$ cat src/rtl/mem_port_arbiter_if.sv
// Fetch, data and shared memory port bundle for mem_port_arbiter; the arbiter uses
// the slave view, the core/memory environment the master view.
interface mem_port_arbiter_if #(
  parameter int AW = 32,
  parameter int DW = 32
);
  logic          i_req;
  logic [AW-1:0] i_addr;
  logic [DW-1:0] i_rdata;
  logic          i_ready;
  logic          d_req;
  logic          d_we;
  logic [AW-1:0] d_addr;
  logic [DW-1:0] d_wdata;
  logic [DW-1:0] d_rdata;
  logic          d_ready;
  logic          m_req;
  logic          m_we;
  logic [AW-1:0] m_addr;
  logic [DW-1:0] m_wdata;
  logic [DW-1:0] m_rdata;
  logic          m_ack;
  logic          err;

  modport slave (
    input  i_req, i_addr, d_req, d_we, d_addr, d_wdata, m_rdata, m_ack,
    output i_rdata, i_ready, d_rdata, d_ready, m_req, m_we, m_addr, m_wdata, err
  );

  modport master (
    output i_req, i_addr, d_req, d_we, d_addr, d_wdata, m_rdata, m_ack,
    input  i_rdata, i_ready, d_rdata, d_ready, m_req, m_we, m_addr, m_wdata, err
  );
endinterface

$ cat src/rtl/mem_port_arbiter.sv
// Shares one memory port between fetch and data; ready pulses the cycle after m_ack (>=2 edges
// from request), cores stall while ready is low. Optional m_ack timeout: MEM_ARB_TIMEOUT_EN.
module mem_port_arbiter #(
  parameter int AW      = 32,
  parameter int DW      = 32,
  parameter int TIMEOUT = 255
) (
  input  logic              clk,
  input  logic              reset,
  mem_port_arbiter_if.slave bus
);
  typedef enum logic [1:0] {ST_IDLE, ST_BUSY, ST_RESP} state_t;

  state_t        r_state, w_state;
  logic          r_m_req, w_m_req;
  logic          r_m_we, w_m_we;
  logic [AW-1:0] r_m_addr, w_m_addr;
  logic [DW-1:0] r_m_wdata, w_m_wdata;
  logic [DW-1:0] r_i_rdata, w_i_rdata;
  logic [DW-1:0] r_d_rdata, w_d_rdata;
  logic          r_i_ready, w_i_ready;
  logic          r_d_ready, w_d_ready;
  // owner / last grant: 1 = data port, 0 = fetch port
  logic          r_owner_d, w_owner_d;
  logic          r_last_d, w_last_d;
  logic          w_grant_d;
  logic          w_abort;
`ifdef MEM_ARB_TIMEOUT_EN
  localparam logic [7:0] TO_LAST = 8'(TIMEOUT - 1);
  logic [7:0]    r_cnt, w_cnt;
  logic          r_err, w_err;
`endif

  always_ff @(posedge clk or negedge reset) begin
    if (!reset) begin
      r_state <= ST_IDLE;
    end else begin
      r_state <= w_state;
    end
  end

  always_ff @(posedge clk or negedge reset) begin
    if (!reset) begin
      r_m_req   <= 1'b0;
      r_m_we    <= 1'b0;
      r_m_addr  <= '0;
      r_m_wdata <= '0;
      r_i_rdata <= '0;
      r_d_rdata <= '0;
      r_i_ready <= 1'b0;
      r_d_ready <= 1'b0;
      r_owner_d <= 1'b0;
      r_last_d  <= 1'b0;
`ifdef MEM_ARB_TIMEOUT_EN
      r_cnt     <= '0;
      r_err     <= 1'b0;
`endif
    end else begin
      r_m_req   <= w_m_req;
      r_m_we    <= w_m_we;
      r_m_addr  <= w_m_addr;
      r_m_wdata <= w_m_wdata;
      r_i_rdata <= w_i_rdata;
      r_d_rdata <= w_d_rdata;
      r_i_ready <= w_i_ready;
      r_d_ready <= w_d_ready;
      r_owner_d <= w_owner_d;
      r_last_d  <= w_last_d;
`ifdef MEM_ARB_TIMEOUT_EN
      r_cnt     <= w_cnt;
      r_err     <= w_err;
`endif
    end
  end

  always_comb begin
    w_state   = r_state;
    w_m_req   = r_m_req;
    w_m_we    = r_m_we;
    w_m_addr  = r_m_addr;
    w_m_wdata = r_m_wdata;
    w_i_rdata = r_i_rdata;
    w_d_rdata = r_d_rdata;
    w_i_ready = 1'b0;
    w_d_ready = 1'b0;
    w_owner_d = r_owner_d;
    w_last_d  = r_last_d;
    w_abort   = 1'b0;
    // on conflict the port that was not served last wins
    w_grant_d = bus.d_req && (!bus.i_req || !r_last_d);
`ifdef MEM_ARB_TIMEOUT_EN
    w_cnt     = r_cnt;
    w_err     = r_err;
`endif
    case (r_state)
      ST_IDLE: begin
        if (bus.i_req || bus.d_req) begin
          w_state   = ST_BUSY;
          w_m_req   = 1'b1;
          w_owner_d = w_grant_d;
          w_m_addr  = w_grant_d ? bus.d_addr : bus.i_addr;
          w_m_we    = w_grant_d && bus.d_we;
          if (w_grant_d) w_m_wdata = bus.d_wdata;
`ifdef MEM_ARB_TIMEOUT_EN
          w_cnt     = '0;
`endif
        end
      end
      ST_BUSY: begin
`ifdef MEM_ARB_TIMEOUT_EN
        if (!bus.m_ack) begin
          w_cnt   = r_cnt + 8'd1;
          w_abort = (r_cnt == TO_LAST);
        end
`endif
        if (bus.m_ack || w_abort) begin
          w_state   = ST_RESP;
          w_m_req   = 1'b0;
          w_m_we    = 1'b0;
          w_last_d  = r_owner_d;
          w_i_ready = !r_owner_d;
          w_d_ready = r_owner_d;
          if (w_abort) begin
`ifdef MEM_ARB_TIMEOUT_EN
            w_err = 1'b1;
`endif
            if (r_owner_d) w_d_rdata = DW'(32'hDEAD_BEEF);
            else           w_i_rdata = DW'(32'hDEAD_BEEF);
          end else if (!r_m_we) begin
            if (r_owner_d) w_d_rdata = bus.m_rdata;
            else           w_i_rdata = bus.m_rdata;
          end
        end
      end
      ST_RESP: w_state = ST_IDLE;
      default: w_state = ST_IDLE;
    endcase
  end

  assign bus.m_req   = r_m_req;
  assign bus.m_we    = r_m_we;
  assign bus.m_addr  = r_m_addr;
  assign bus.m_wdata = r_m_wdata;
  assign bus.i_rdata = r_i_rdata;
  assign bus.d_rdata = r_d_rdata;
  assign bus.i_ready = r_i_ready;
  assign bus.d_ready = r_d_ready;
`ifdef MEM_ARB_TIMEOUT_EN
  assign bus.err     = r_err;
`else
  assign bus.err     = 1'b0;
`endif
endmodule
$ cat src/flat_wrapper.sv
// flat-port wrapper written by rule: the top's interface ports become plain ports
module mem_port_arbiter_flat 
#(
  parameter int AW      = 32,
  parameter int DW      = 32,
  parameter int TIMEOUT = 255
)
  (clk, reset, bus_i_req, bus_i_addr, bus_d_req, bus_d_we, bus_d_addr, bus_d_wdata, bus_m_rdata, bus_m_ack, bus_i_rdata, bus_i_ready, bus_d_rdata, bus_d_ready, bus_m_req, bus_m_we, bus_m_addr, bus_m_wdata, bus_err);
  mem_port_arbiter_if #(.AW(AW), .DW(DW)) bus_i ();
  input  logic clk;
  input  logic reset;
  input wire logic [$bits(bus_i.i_req)-1:0] bus_i_req;
  input wire logic [$bits(bus_i.i_addr)-1:0] bus_i_addr;
  input wire logic [$bits(bus_i.d_req)-1:0] bus_d_req;
  input wire logic [$bits(bus_i.d_we)-1:0] bus_d_we;
  input wire logic [$bits(bus_i.d_addr)-1:0] bus_d_addr;
  input wire logic [$bits(bus_i.d_wdata)-1:0] bus_d_wdata;
  input wire logic [$bits(bus_i.m_rdata)-1:0] bus_m_rdata;
  input wire logic [$bits(bus_i.m_ack)-1:0] bus_m_ack;
  output wire logic [$bits(bus_i.i_rdata)-1:0] bus_i_rdata;
  output wire logic [$bits(bus_i.i_ready)-1:0] bus_i_ready;
  output wire logic [$bits(bus_i.d_rdata)-1:0] bus_d_rdata;
  output wire logic [$bits(bus_i.d_ready)-1:0] bus_d_ready;
  output wire logic [$bits(bus_i.m_req)-1:0] bus_m_req;
  output wire logic [$bits(bus_i.m_we)-1:0] bus_m_we;
  output wire logic [$bits(bus_i.m_addr)-1:0] bus_m_addr;
  output wire logic [$bits(bus_i.m_wdata)-1:0] bus_m_wdata;
  output wire logic [$bits(bus_i.err)-1:0] bus_err;
  assign bus_i.i_req = bus_i_req;
  assign bus_i.i_addr = bus_i_addr;
  assign bus_i.d_req = bus_d_req;
  assign bus_i.d_we = bus_d_we;
  assign bus_i.d_addr = bus_d_addr;
  assign bus_i.d_wdata = bus_d_wdata;
  assign bus_i.m_rdata = bus_m_rdata;
  assign bus_i.m_ack = bus_m_ack;
  assign bus_i_rdata = bus_i.i_rdata;
  assign bus_i_ready = bus_i.i_ready;
  assign bus_d_rdata = bus_i.d_rdata;
  assign bus_d_ready = bus_i.d_ready;
  assign bus_m_req = bus_i.m_req;
  assign bus_m_we = bus_i.m_we;
  assign bus_m_addr = bus_i.m_addr;
  assign bus_m_wdata = bus_i.m_wdata;
  assign bus_err = bus_i.err;
  mem_port_arbiter #(.AW(AW), .DW(DW), .TIMEOUT(TIMEOUT)) u_core (.clk(clk), .reset(reset), .bus(bus_i));
endmodule
$ cat config.mk
export PLATFORM = sky130hd
export DESIGN_NAME = mem_port_arbiter_flat
export DESIGN_NICKNAME = d
export VERILOG_FILES = /design/src/rtl/mem_port_arbiter_if.sv /design/src/rtl/mem_port_arbiter.sv /design/src/flat_wrapper.sv
export SDC_FILE = /design/constraint.sdc
export NUM_CORES = 1
export LEC_CHECK = 0
export CORE_AREA = 5 5 123 125
export CTS_CLUSTER_DIAMETER = 40
export DETAILED_ROUTE_END_ITERATION = 7
export DIE_AREA = 0 0 128 130
export PLACE_DENSITY_LB_ADDON = 0.05
export SLEW_MARGIN = 20
export SYNTH_ARGS = -nofsm -noshare
export SYNTH_HDL_FRONTEND = slang
export SYNTH_SLANG_ARGS = --single-unit
$ cat constraint.sdc
create_clock -name clk -period 2.2 [get_ports clk]
set_clock_uncertainty 0.15 [all_clocks]
set_input_delay 0.33 -clock clk [delete_from_list [all_inputs] [get_ports clk]]
set_output_delay 0.33 -clock clk [all_outputs]
set_load 0.05 [all_outputs]
Word-level counts from Yosys, hierarchy flattened. Index checks and enable logic that the tools add are counted. Widths: inputs -> output; s select.

Register bits: 136. Latch bits: 0. RAM bits: 0. Memory bits (read-only): 0. Input bits: 134. Output and inout bits: 133. Logic and storage cells: 45. Memories kept: 0.

Add/subtract/negate cells: 0. Multipliers: 0. Div/mod/pow operators: 0. $lt $le $gt $ge: 0. Equal/unequal tests: 3. Shift operators: 0. Muxes and demuxes: 13. Bitwise operators: 2. Reduce and logical (&&, ||, !) cells: 16.

Operators with widths (count): $mux 32 (1); $reduce_and 4->1 (2); $mux 1 (7); $reduce_and 2->1 (3); $reduce_and 3->1 (2); $mux 2 (2); $pmux 1 s2 (2); $pmux 2 s2 (1); $logic_not 1->1 (3); $eq 2x1->1 const B (1); $logic_and 1x1->1 (2); $logic_not 2->1 (1); $logic_or 1x1->1 (2); $ne 2x1->1 const B (1); $ne 2x2->1 const B (1); $not 1->1 (2); $reduce_bool 2->1 (1).

Longest topological paths before layout.
Depth after elaboration: 6. Mapped depth: 5. Gate-level depth less buffers: 3.

Worst setup path before layout. Ideal clock, no wire load.

Path kind: register to register. Start point: reg u_core.r_m_we (netlist: u_core.bus.m_we). End point: reg u_core.r_d_rdata[10] (netlist: u_core.bus.d_rdata[10]). Setup time: 0.125 ns. Data arrival time: 1.580 ns. Setup slack: 0.345 ns. Stages on the path, launching flop included: 5. Buffers on the path: 2. Cells stage by stage: dfrtp_1 or3_1 buf_2 buf_6 mux2_4.

Cells in the longest elaborated chain, start to end: 2.

Ends and longest elaborated chain: start: declaration (line mem_port_arbiter.sv:16) `logic r_m_we, w_m_we;`; start signal: assignment (line mem_port_arbiter.sv:60) `r_m_we <= w_m_we;`; $not 1->1 (no source line); $reduce_and 4->1 (no source line); end signal: assignment (line mem_port_arbiter.sv:64) `r_d_rdata <= w_d_rdata;`; end: declaration (line mem_port_arbiter.sv:20) `logic [DW-1:0] r_d_rdata, w_d_rdata;`.

Every way passes these cells. A chain may end at the register's enable or synchronous reset.

Worst setup path after layout.
Start point: reg u_core.r_d_rdata[9] (netlist: u_core.bus.d_rdata[9]). End point: out bus_d_rdata[9].

RTL lines: end: declaration (line flat_wrapper.sv:22) `output wire logic [$bits(bus_i.d_rdata)-1:0] bus_d_rdata;`.

No word-level cell between the ends.

==> results.toml <==
[synthesis]
avgSynthCellArea_sq_um = 16.7
synth.top_cell.area_share = 0.611
syn_inst = 334
synth.cell_area_sq_um = 5570
yosysWarnings = 0
syn_nets = 468
ys_ff_latch = 136
ys_seq_area_frac = 0.611
yosys-top-cells-area = "dfrtp_1, mux2_2, mux2_4"
synth_area_leader_cell = "dfrtp_1"
yosysUniqueCellTypes = 23

[floorplanning]
design.die.area_sq_um = 16600
ios = 267
fp.coreArea_sq_um = 13800
die_y_microns = 130
initial_core_util = 0.404
die_w_microns = 128
rows = 43

[sta]
slew_viol_final = 0
rsz0062_at_grt = "no"
setup_tns_ns = 0
fin_crit_ns = 2.11
hold_viol = 0
worst_pin_slew_ns = 0.563
finalSetupViolations = 0
maxSlewHeadroom = 0.623
fin_crit_sh = 0.960
hold_slack_ns = 0.229
timing.fmax_mhz = 474

[setup_path]
reg2reg_from = "u_core.r_state[1]"
crit_path_max_fanout = 2
cpPeakStageDelay_ns = 0.84
reg2reg_depth = 4
worstPathArrival_ns = 1.63
path_delay_family = "buffers and inverters"
r2r_slack_ns = 0.30
start_kind = "flip-flop"
worstSetupStartpoint = "u_core.bus.d_rdata[9]"
cp_data_required_time_ns = 1.72
crit_buf_inv = 1
cp_slowest_cell = "clkdlybuf4s50_1"
r2r_end = "u_core.bus.d_rdata[21]"
end_kind = "output pin"
criticalPathCategory = "flip-flop to output pin"
cp_cell_sequence = "clkdlybuf4s50_1"

[detailed_routing]
highest_layer = "met4"
wl_met2_microns = 7390
met3_length_microns = 1550
wl_per_cell_microns = 18.2
drt-vias-per-instance = 4.68
drc = 0
wl_met1_microns = 5470
drt_wl_total_microns = 14700
antenna_left = 0
drtIter0Drc = 154
firstDrtPassIters = 4
via_count = 3776

[cts]
cts.htree.levels = 4
clock_path_buffers = 2
cts_root_buf = "clkbuf_16"
cts_setup_buffers = 0
path_clk_slew_ns = 0.06
cts.sinks = 136
cts_tree = "built"
clkLatencyLatePin_ns = 0.41
cts_made_buffers = 17

[layout]
fin_area_sq_um = 9240
mostFrequentLayoutCells = "clkdlybuf4s50_1, dfrtp_1, mux2_2"
drive_gt1_frac = 0.332
layout.cells.non_filler = 807
fin_nets = 748
syn_to_final_growth_pct = 66.0
final_common_cell = "clkdlybuf4s50_1"
diodes = 0
fin_util = 0.671

[grt]
grt_pass1_wl_microns = 23100
antenna_found_initial = 0
grt_pass1_vias = 4289
overflow = 0
grt_start_max_net_pins = 48
grt_usage = 0.182

[pwr]
ir_worst_vdd_mv = 1.09
p_leak_uw = 0.00395
pwr_density_cell_nw_per_um2 = 1900

[outcome]
outcome = "finished clean"

[min_path]
hold_path.class = "input port to asynchronous set/reset pin"

[placed_design]
io_buffer_count = 265
hpwl_microns = 11100
placed_area_sq_um = 8540
place.gp.congestion = 0.764
dp.cells = 774

[run]
cap_violations = 0
## metal layers
layer	GRT usage	up-vias
met4	0.0618	0
met1	0.204	1848
met2	0.303	157
met5	0	-
li1	-	1754
met3	0.0892	17
## logic make-up (layout without fill, tap and decap cells)
logic type,after synthesis,after routing,synth area share
AO/OA/AOI/OAI,7,7,0.00944
buffers and inverters,20,313,0.0205
flip-flops,136,136,0.611
multiplexers,160,160,0.344
other,1,1,0.000674
AND/OR/NAND/NOR,10,10,0.0142
## metrics by stage
step	setup slack, ns	power [uW]
final	0.0890	17500
after global routing	0.0300	18300
after CTS	0.0504	17800
after detailed placement	-0.0592	14400
after global placement	-0.0330	14300
after floorplan	0.345	10900
## how the worst max path moves through the flow
stage,slack (ns),cells past startpoint,to
floorplan,0.34,4,u_core.bus.d_rdata[10]
global placement,-0.03,5,u_core.bus.d_rdata[27]
detailed placement,-0.06,5,u_core.bus.d_rdata[29]
CTS,0.05,1,bus_d_rdata[9]
global route,0.03,1,bus_d_rdata[4]
finish,0.09,1,bus_d_rdata[9]
## repair_timing
item                                   4_1_cts  5_1_grt
endpoints found under the hold margin       70        0
gates resized for setup                      0        0
hold buffers                                 1        0
## synth_stat cells
cell	n
a21bo_2	1
a21o_1	2
a32o_1	1
buf_1	3
buf_2	10
buf_4	1
buf_6	3
clkbuf_1	1
conb_1	1
dfrtp_1	136
inv_1	2
mux2_1	4
mux2_2	126
mux2_4	30
nand2_1	2
nand3b_4	1
nor2_1	3
nor3_2	1
nor3_4	1
o21a_1	1
o21ai_0	2
or2b_1	1
or3_1	1
## final cells by class
cell class | count | area (sq um)
timing repair buffer | 279 | 2860
clock buffer | 19 | 453
sequential | 136 | 3400
fill | 1028 | 4530
clock inverter | 13 | 238
multi-input combinational | 178 | 2060
inverter | 2 | 7.51
tap | 180 | 225
## power by group
part	leakage, uW	internal, uW	switching [uW]
Sequential	0.00162	3780	687
Combinational	0.00201	3850	5930
Clock	0.000327	2200	1080
## flip-flops by register name (all words and copies together), names as in the netlist
register and cells:
u_core.bus.d_rdata 32, u_core.bus.i_rdata 32, u_core.bus.m_addr 32, u_core.bus.m_wdata 32, u_core.r_state 2, u_core.bus.d_ready 1, u_core.bus.i_ready 1, u_core.bus.m_req 1
u_core.bus.m_we 1, u_core.r_last_d 1, u_core.r_owner_d 1
Power figures use the tool's default switching activity.
